## src/rtl/debounce_if.sv

```systemverilog
// -----------------------------------------------------------------------------
// debounce_if -- signal bundle between a debouncer and its user.
//
//   i_d     raw asynchronous input level (switch, pin)
//   i_en    qualification enable; 0 freezes the debouncer's FSM and counter
//   o_q     debounced, registered level
//   o_rise  one-cycle pulse when o_q goes 0->1
//   o_fall  one-cycle pulse when o_q goes 1->0
//   o_busy  1 while a candidate transition is being qualified
//
// master: the user side (drives i_d/i_en); slave: the debouncer itself.
// -----------------------------------------------------------------------------
interface debounce_if;
    logic i_d;
    logic i_en;
    logic o_q;
    logic o_rise;
    logic o_fall;
    logic o_busy;

    modport master (
        output i_d,
        output i_en,
        input  o_q,
        input  o_rise,
        input  o_fall,
        input  o_busy
    );

    modport slave (
        input  i_d,
        input  i_en,
        output o_q,
        output o_rise,
        output o_fall,
        output o_busy
    );
endinterface : debounce_if

```

## src/rtl/debounce.sv

```systemverilog
// -----------------------------------------------------------------------------
// debounce -- two-flop synchronizer followed by a four-state qualification FSM.
// The output level changes only after DEB_CYCLES consecutive enabled samples of
// the synchronized input disagree with it; any shorter excursion is dropped and
// the stability counter cleared.
//
// Parameters
//   DEB_CYCLES  consecutive stable samples needed (2 .. 2**BW_CNT-1)
//   BW_CNT      stability counter width
//
// Ports
//   i_clk   single clock, rising edge
//   i_rstn  asynchronous active-low reset
//   bus     debounce_if.slave: i_d, i_en in; o_q, o_rise, o_fall, o_busy out
//
// All outputs are flops fed from the FSM next-state logic, so there is no
// combinational path from i_d to any output.
// -----------------------------------------------------------------------------
module debounce #(
    parameter int DEB_CYCLES = 4,
    parameter int BW_CNT     = 8
) (
    input  logic       i_clk,
    input  logic       i_rstn,
    debounce_if.slave  bus
);

    typedef enum logic [1:0] {
        S_LOW,
        S_RISE,
        S_HIGH,
        S_FALL
    } state_t;

    localparam logic [BW_CNT-1:0] CNT_ZERO = '0;
    localparam logic [BW_CNT-1:0] CNT_ONE  = BW_CNT'(1);
    localparam logic [BW_CNT-1:0] CNT_LAST = BW_CNT'(DEB_CYCLES - 1);

    logic              ff1;
    logic              ff2;
    state_t            state;
    state_t            state_nxt;
    logic [BW_CNT-1:0] cnt;
    logic [BW_CNT-1:0] cnt_nxt;
    logic              rise_nxt;
    logic              fall_nxt;
    logic              q_r;
    logic              rise_r;
    logic              fall_r;
    logic              busy_r;

    // Synchronizer: straight flop-to-flop, nothing between ff1 and ff2, and it
    // keeps running while i_en is low so the sample is fresh when it returns.
    // NOTE: state flops use non-blocking (<=) so every flop samples the
    // pre-edge value of the others; blocking here would collapse ff1/ff2.
    always_ff @(posedge i_clk or negedge i_rstn) begin
        if (!i_rstn) begin
            ff1 <= 1'b0;
            ff2 <= 1'b0;
        end else begin
            ff1 <= bus.i_d;
            ff2 <= ff1;
        end
    end

    // Next-state / counter / pulse logic. With i_en low everything keeps its
    // current value and no pulse is produced.
    // NOTE: every signal gets a default first so no path leaves it unassigned;
    // otherwise synthesis infers a latch.
    always_comb begin
        state_nxt = state;
        cnt_nxt   = cnt;
        rise_nxt  = 1'b0;
        fall_nxt  = 1'b0;
        if (bus.i_en) begin
            unique case (state)
                S_LOW: begin
                    if (ff2) begin
                        state_nxt = S_RISE;
                        cnt_nxt   = CNT_ONE;
                    end else begin
                        cnt_nxt   = CNT_ZERO;
                    end
                end
                S_RISE: begin
                    if (!ff2) begin
                        state_nxt = S_LOW;
                        cnt_nxt   = CNT_ZERO;
                    end else if (cnt == CNT_LAST) begin
                        state_nxt = S_HIGH;
                        cnt_nxt   = CNT_ZERO;
                        rise_nxt  = 1'b1;
                    end else begin
                        cnt_nxt   = cnt + CNT_ONE;
                    end
                end
                S_HIGH: begin
                    if (!ff2) begin
                        state_nxt = S_FALL;
                        cnt_nxt   = CNT_ONE;
                    end else begin
                        cnt_nxt   = CNT_ZERO;
                    end
                end
                S_FALL: begin
                    if (ff2) begin
                        state_nxt = S_HIGH;
                        cnt_nxt   = CNT_ZERO;
                    end else if (cnt == CNT_LAST) begin
                        state_nxt = S_LOW;
                        cnt_nxt   = CNT_ZERO;
                        fall_nxt  = 1'b1;
                    end else begin
                        cnt_nxt   = cnt + CNT_ONE;
                    end
                end
                default: begin
                    state_nxt = S_LOW;
                    cnt_nxt   = CNT_ZERO;
                end
            endcase
        end
    end

    // State register plus output flops. Outputs are loaded from the next-state
    // decode so o_q/o_busy change on the same edge as the state itself.
    always_ff @(posedge i_clk or negedge i_rstn) begin
        if (!i_rstn) begin
            state  <= S_LOW;
            cnt    <= CNT_ZERO;
            q_r    <= 1'b0;
            rise_r <= 1'b0;
            fall_r <= 1'b0;
            busy_r <= 1'b0;
        end else begin
            state  <= state_nxt;
            cnt    <= cnt_nxt;
            q_r    <= (state_nxt == S_HIGH) || (state_nxt == S_FALL);
            busy_r <= (state_nxt == S_RISE) || (state_nxt == S_FALL);
            rise_r <= rise_nxt;
            fall_r <= fall_nxt;
        end
    end

    assign bus.o_q    = q_r;
    assign bus.o_rise = rise_r;
    assign bus.o_fall = fall_r;
    assign bus.o_busy = busy_r;

endmodule : debounce

```

## src/flat_wrapper.sv

```systemverilog
// flat-port wrapper written by rule: the top's interface ports become plain ports
module debounce_flat 
#(
    parameter int DEB_CYCLES = 4,
    parameter int BW_CNT     = 8
)
  (i_clk, i_rstn, bus_i_d, bus_i_en, bus_o_q, bus_o_rise, bus_o_fall, bus_o_busy);
  debounce_if bus_i ();
  input  logic i_clk;
  input  logic i_rstn;
  input wire logic [$bits(bus_i.i_d)-1:0] bus_i_d;
  input wire logic [$bits(bus_i.i_en)-1:0] bus_i_en;
  output wire logic [$bits(bus_i.o_q)-1:0] bus_o_q;
  output wire logic [$bits(bus_i.o_rise)-1:0] bus_o_rise;
  output wire logic [$bits(bus_i.o_fall)-1:0] bus_o_fall;
  output wire logic [$bits(bus_i.o_busy)-1:0] bus_o_busy;
  assign bus_i.i_d = bus_i_d;
  assign bus_i.i_en = bus_i_en;
  assign bus_o_q = bus_i.o_q;
  assign bus_o_rise = bus_i.o_rise;
  assign bus_o_fall = bus_i.o_fall;
  assign bus_o_busy = bus_i.o_busy;
  debounce #(.DEB_CYCLES(DEB_CYCLES), .BW_CNT(BW_CNT)) u_core (.i_clk(i_clk), .i_rstn(i_rstn), .bus(bus_i));
endmodule
```

## config.mk

```make
export PLATFORM = sky130hd
export DESIGN_NAME = debounce_flat
export DESIGN_NICKNAME = d
export VERILOG_FILES = /design/src/rtl/debounce_if.sv /design/src/rtl/debounce.sv /design/src/flat_wrapper.sv
export SDC_FILE = /design/constraint.sdc
export NUM_CORES = 1
export LEC_CHECK = 0
export BUFFER_PORTS_ARGS = -buffer_cell sky130_fd_sc_hd__buf_2
export CELL_PAD_IN_SITES_DETAIL_PLACEMENT = 0
export CELL_PAD_IN_SITES_GLOBAL_PLACEMENT = 2
export CORE_MARGIN = 2
export CORE_UTILIZATION = 35
export DETAILED_ROUTE_END_ITERATION = 10
export PLACE_DENSITY_LB_ADDON = 0.1
export SLEW_MARGIN = 20
export SYNTH_ARGS = -nofsm -noshare
export SYNTH_HDL_FRONTEND = slang
export SYNTH_SLANG_ARGS = --single-unit
```

## constraint.sdc

```tcl
create_clock -name i_clk -period 2.57 [get_ports i_clk]
set_input_delay 0.6425 -clock i_clk [delete_from_list [all_inputs] [get_ports i_clk]]
set_output_delay 0.6425 -clock i_clk [all_outputs]
set_load 0.02 [all_outputs]
```

==> key figures <==
Run status
  • Status: complete, no violations

Synth
  • Synth area leaders: dfrtp_1 (55%), xor2_1 (5.1%), nand4_1 (4.6%), o21ai_0 (4.4%), or4b_4 (4.0%)
  • Mapped Area: a little under 700 µm²
  • Area leader, netlist: dfrtp_1
  • Synth cell types: 17
  • Share of the synthesized area in the top cell type: 55.15%
  • Synth Net Count: 65
  • Synth Area in Simple Gates: between 15 and 20%
  • Flops & latches, synth: 15
  • Mux contribution to synthesized area: 3.309%
  • Area share of xor/xnor cells in the synthesized design: slightly above 5%
  • Largest family of logic cells by synthesized area: simple AND/OR/NAND/NOR gates
  • Complex-gate fraction of the synthesized area: between 10% and 20%
  • Synth warn: 0
  • Adder-Cell Fraction of Synth Area: between 1.5 and 2%
  • Avg Cell Area, Syn: 11.34 µm²
  • Register area share after synthesis: between 50% and 60%
  • Mapped Cells: 60

Power and ir drop
  • Leakage power: 0.3523 nW
  • Power per cell area: 687.8 nW/µm²
  • VDD IR max: between 0.3 and 0.4 mV

Timing
  • Final setup fails: 0
  • Hold Violations, Final: 0
  • Slew headroom: between 60% and 70%
  • Post-route setup TNS: 0 ns
  • Hold Slack: approximately 0.25 ns
  • Crit path time final: ~2.0 ns
  • Pins over their slew limit: 0
  • Worst Clk Skew: about 0.0042 ns
  • RSZ-0062 raised after global routing: false
  • Fin worst setup slack: roughly 0.57 ns
  • Maximum clock rate: ~500 MHz
  • Worst slew pin tran: roughly 0.5 ns
  • Final worst path period share: between 70 and 80%

Critical path
  • CP max FO: 5
  • Worst R2R End: u_core.bus.o_q$_DFF_PN0_
  • Internal reg-to-reg setup slack: ~0.57 ns
  • Worst reg2reg startpoint: u_core.cnt[0]$_DFFE_PN0P_
  • CP Launch Type: register
  • WP data arrival: 2.16 ns
  • Endpoint type of the worst setup path: register
  • Worst Reg-to-Reg Cells: 4
  • WP data required: ~2.7 ns
  • Critical path class: register to register

Route
  • DRC Markers: 0
  • Final wirelength: between 1000 and 1500 µm
  • Via count: 466
  • Drt first-iter violations: 6
  • DRT Pass-1 Iters: 4
  • Post-route ant nets: 0
  • Drt wl/cell: ~12 µm
  • Via-to-Cell Ratio: approximately 5

Clocking
  • Post-CTS Hold Buffers: 0
  • Resized cells post-CTS: 0
  • Clock buffer depth: 2
  • Clk_lat worst skew: between 0.2 and 0.3 ns
  • Post-CTS Setup Bufs: 0
  • Num Clock Sinks: 15
  • CTS root buf: clkbuf_4
  • Clk pin slew, worst setup/hold paths: 0.08 ns
  • CTS tree: done
  • H-tree depth: 1
  • Cts bufs inserted: 3

Final layout
  • Layout area overhead: 12.32%
  • Antenna Cells: 0
  • Share of post-route cells with drive strength above 1: between 10% and 20%
  • Final core occ: about 43%
  • Final #Nets: 75

Floorplanning
  • Starting Density: between 30% and 40%
  • Die Y: around 48 µm
  • Die area: 2314 µm²
  • Die W: roughly 48 µm
  • # rows: 15
  • Core box area: about 1800 µm²
  • Boundary Pins: 8

GRT
  • Initial antenna violation count: 0
  • Pin count of the biggest net entering global routing: 18
  • First-pass GRT wire length: approximately 2100 µm
  • Vias in the first global route: 456
  • GRT Residual Overflow: 0
  • GR Util All Layers: 13.91%

Flow run
  • Max_cap viols: 0

Placed design
  • Global placer's final weighted congestion: between 0.7 and 0.8
  • Port buffer count: 7
  • Pre-CTS setup slack: between 0.5 and 0.6 ns
  • HPWL after DPL: 828.8 µm

Min path
  • Hold/Removal Path Class: input pin to async pin
-- routing by layer --
| metal | track usage [%] | wire [µm] | vias up |
|---|---|---|---|
| met5 | 0 | 0 | - |
| met4 | 6.486 | 11 | 0 |
| met3 | 5.556 | 61 | 2 |
| met2 | 18.13 | 460 | 14 |
| met1 | 19.95 | 624 | 212 |
| li1 | - | - | 238 |
-- registers in the layout (all words and copies together), names as in the netlist --
name,flops
u_core.cnt,8
u_core.state,2
u_core.bus.o_fall,1
u_core.bus.o_q,1
u_core.bus.o_rise,1
u_core.ff1,1
u_core.ff2,1
-- cell families after synthesis --
family | after synthesis
xor gates and xnor gates | 4
DFF | 15
adders and majority gates | 1
muxes | 2
buffers and inverters | 6
AOI/OAI and AO/OA | 15
and+or+nand+nor | 17
-- worst max-delay path, stage by stage (launching register included) --
cell and delay [ns]:
dfrtp_1 0.43, ha_1 0.24, or4b_4 0.49, or3_4 0.40
mux2_1 0.32
-- synth_stat cells --
cell type and instances:
clkbuf_1 1, buf_2 1, inv_1 4, or3_1 4, xor2_1 4, ha_1 1
or3_4 1, dfrtp_1 15, o211ai_1 3, nand4_1 5, nor3b_1 2, a21oi_1 3
mux2_1 2, nand2_1 3, a22oi_1 3, or4b_4 2, o21ai_0 6
-- final cells by class --
cell class	instances	area, µm²
clock buffer	4	26.28
fill	176	1018
inverter	4	15.01
multi-input combinational	39	281.5
sequential	15	375.4
tap	25	31.28
timing repair buffer	7	35.03
-- report_power, final --
part	internal, mW	switching, mW
clock	0.0602	0.0700
sequential	0.262	0.0290
combinational	0.0422	0.0623
-- placed cells by master, fill, tap and decap left out --
| cell | n |
|---|---|
| clkbuf_1 | 1 |
| nand4_1 | 5 |
| or3_1 | 4 |
| buf_2 | 7 |
| clkbuf_4 | 3 |
| or3_4 | 1 |
| or4b_4 | 2 |
| inv_1 | 4 |
| a21oi_1 | 3 |
| o211ai_1 | 3 |
| a22oi_1 | 3 |
| nor3b_1 | 2 |
| o21ai_0 | 6 |
| xor2_1 | 4 |
| dfrtp_1 | 15 |
| mux2_1 | 2 |
| ha_1 | 1 |
| nand2_1 | 3 |
-- how the worst max path moves through the flow --
| stage | slack, ns | to | cells after the start | from |
|---|---|---|---|---|
| 2_1_floorplan | 0.70 | u_core.bus.o_q$_DFF_PN0_ | 4 | u_core.cnt[0]$_DFFE_PN0P_ |
| 3_3_place_gp | 0.63 | u_core.state[1]$_DFF_PN0_ | 4 | u_core.cnt[0]$_DFFE_PN0P_ |
| 3_5_place_dp | 0.59 | u_core.bus.o_q$_DFF_PN0_ | 4 | u_core.cnt[0]$_DFFE_PN0P_ |
| 4_1_cts | 0.56 | u_core.bus.o_q$_DFF_PN0_ | 4 | u_core.cnt[0]$_DFFE_PN0P_ |
| 5_1_grt | 0.48 | u_core.state[1]$_DFF_PN0_ | 4 | u_core.cnt[0]$_DFFE_PN0P_ |
| 6_report | 0.57 | u_core.bus.o_q$_DFF_PN0_ | 4 | u_core.cnt[0]$_DFFE_PN0P_ |
-- per-stage QoR --
stage                     instance area (µm²)  cells  total power, mW
after floorplan                         680.7     60           0.3649
after global placement                  738.2     90           0.4024
after detailed placement                738.2     90           0.4012
after CTS                               764.5     94           0.5346
after global routing                    764.5     94           0.5700
final                                   764.5     94           0.5258
Note: power is estimated with default switching activity, not from simulation.
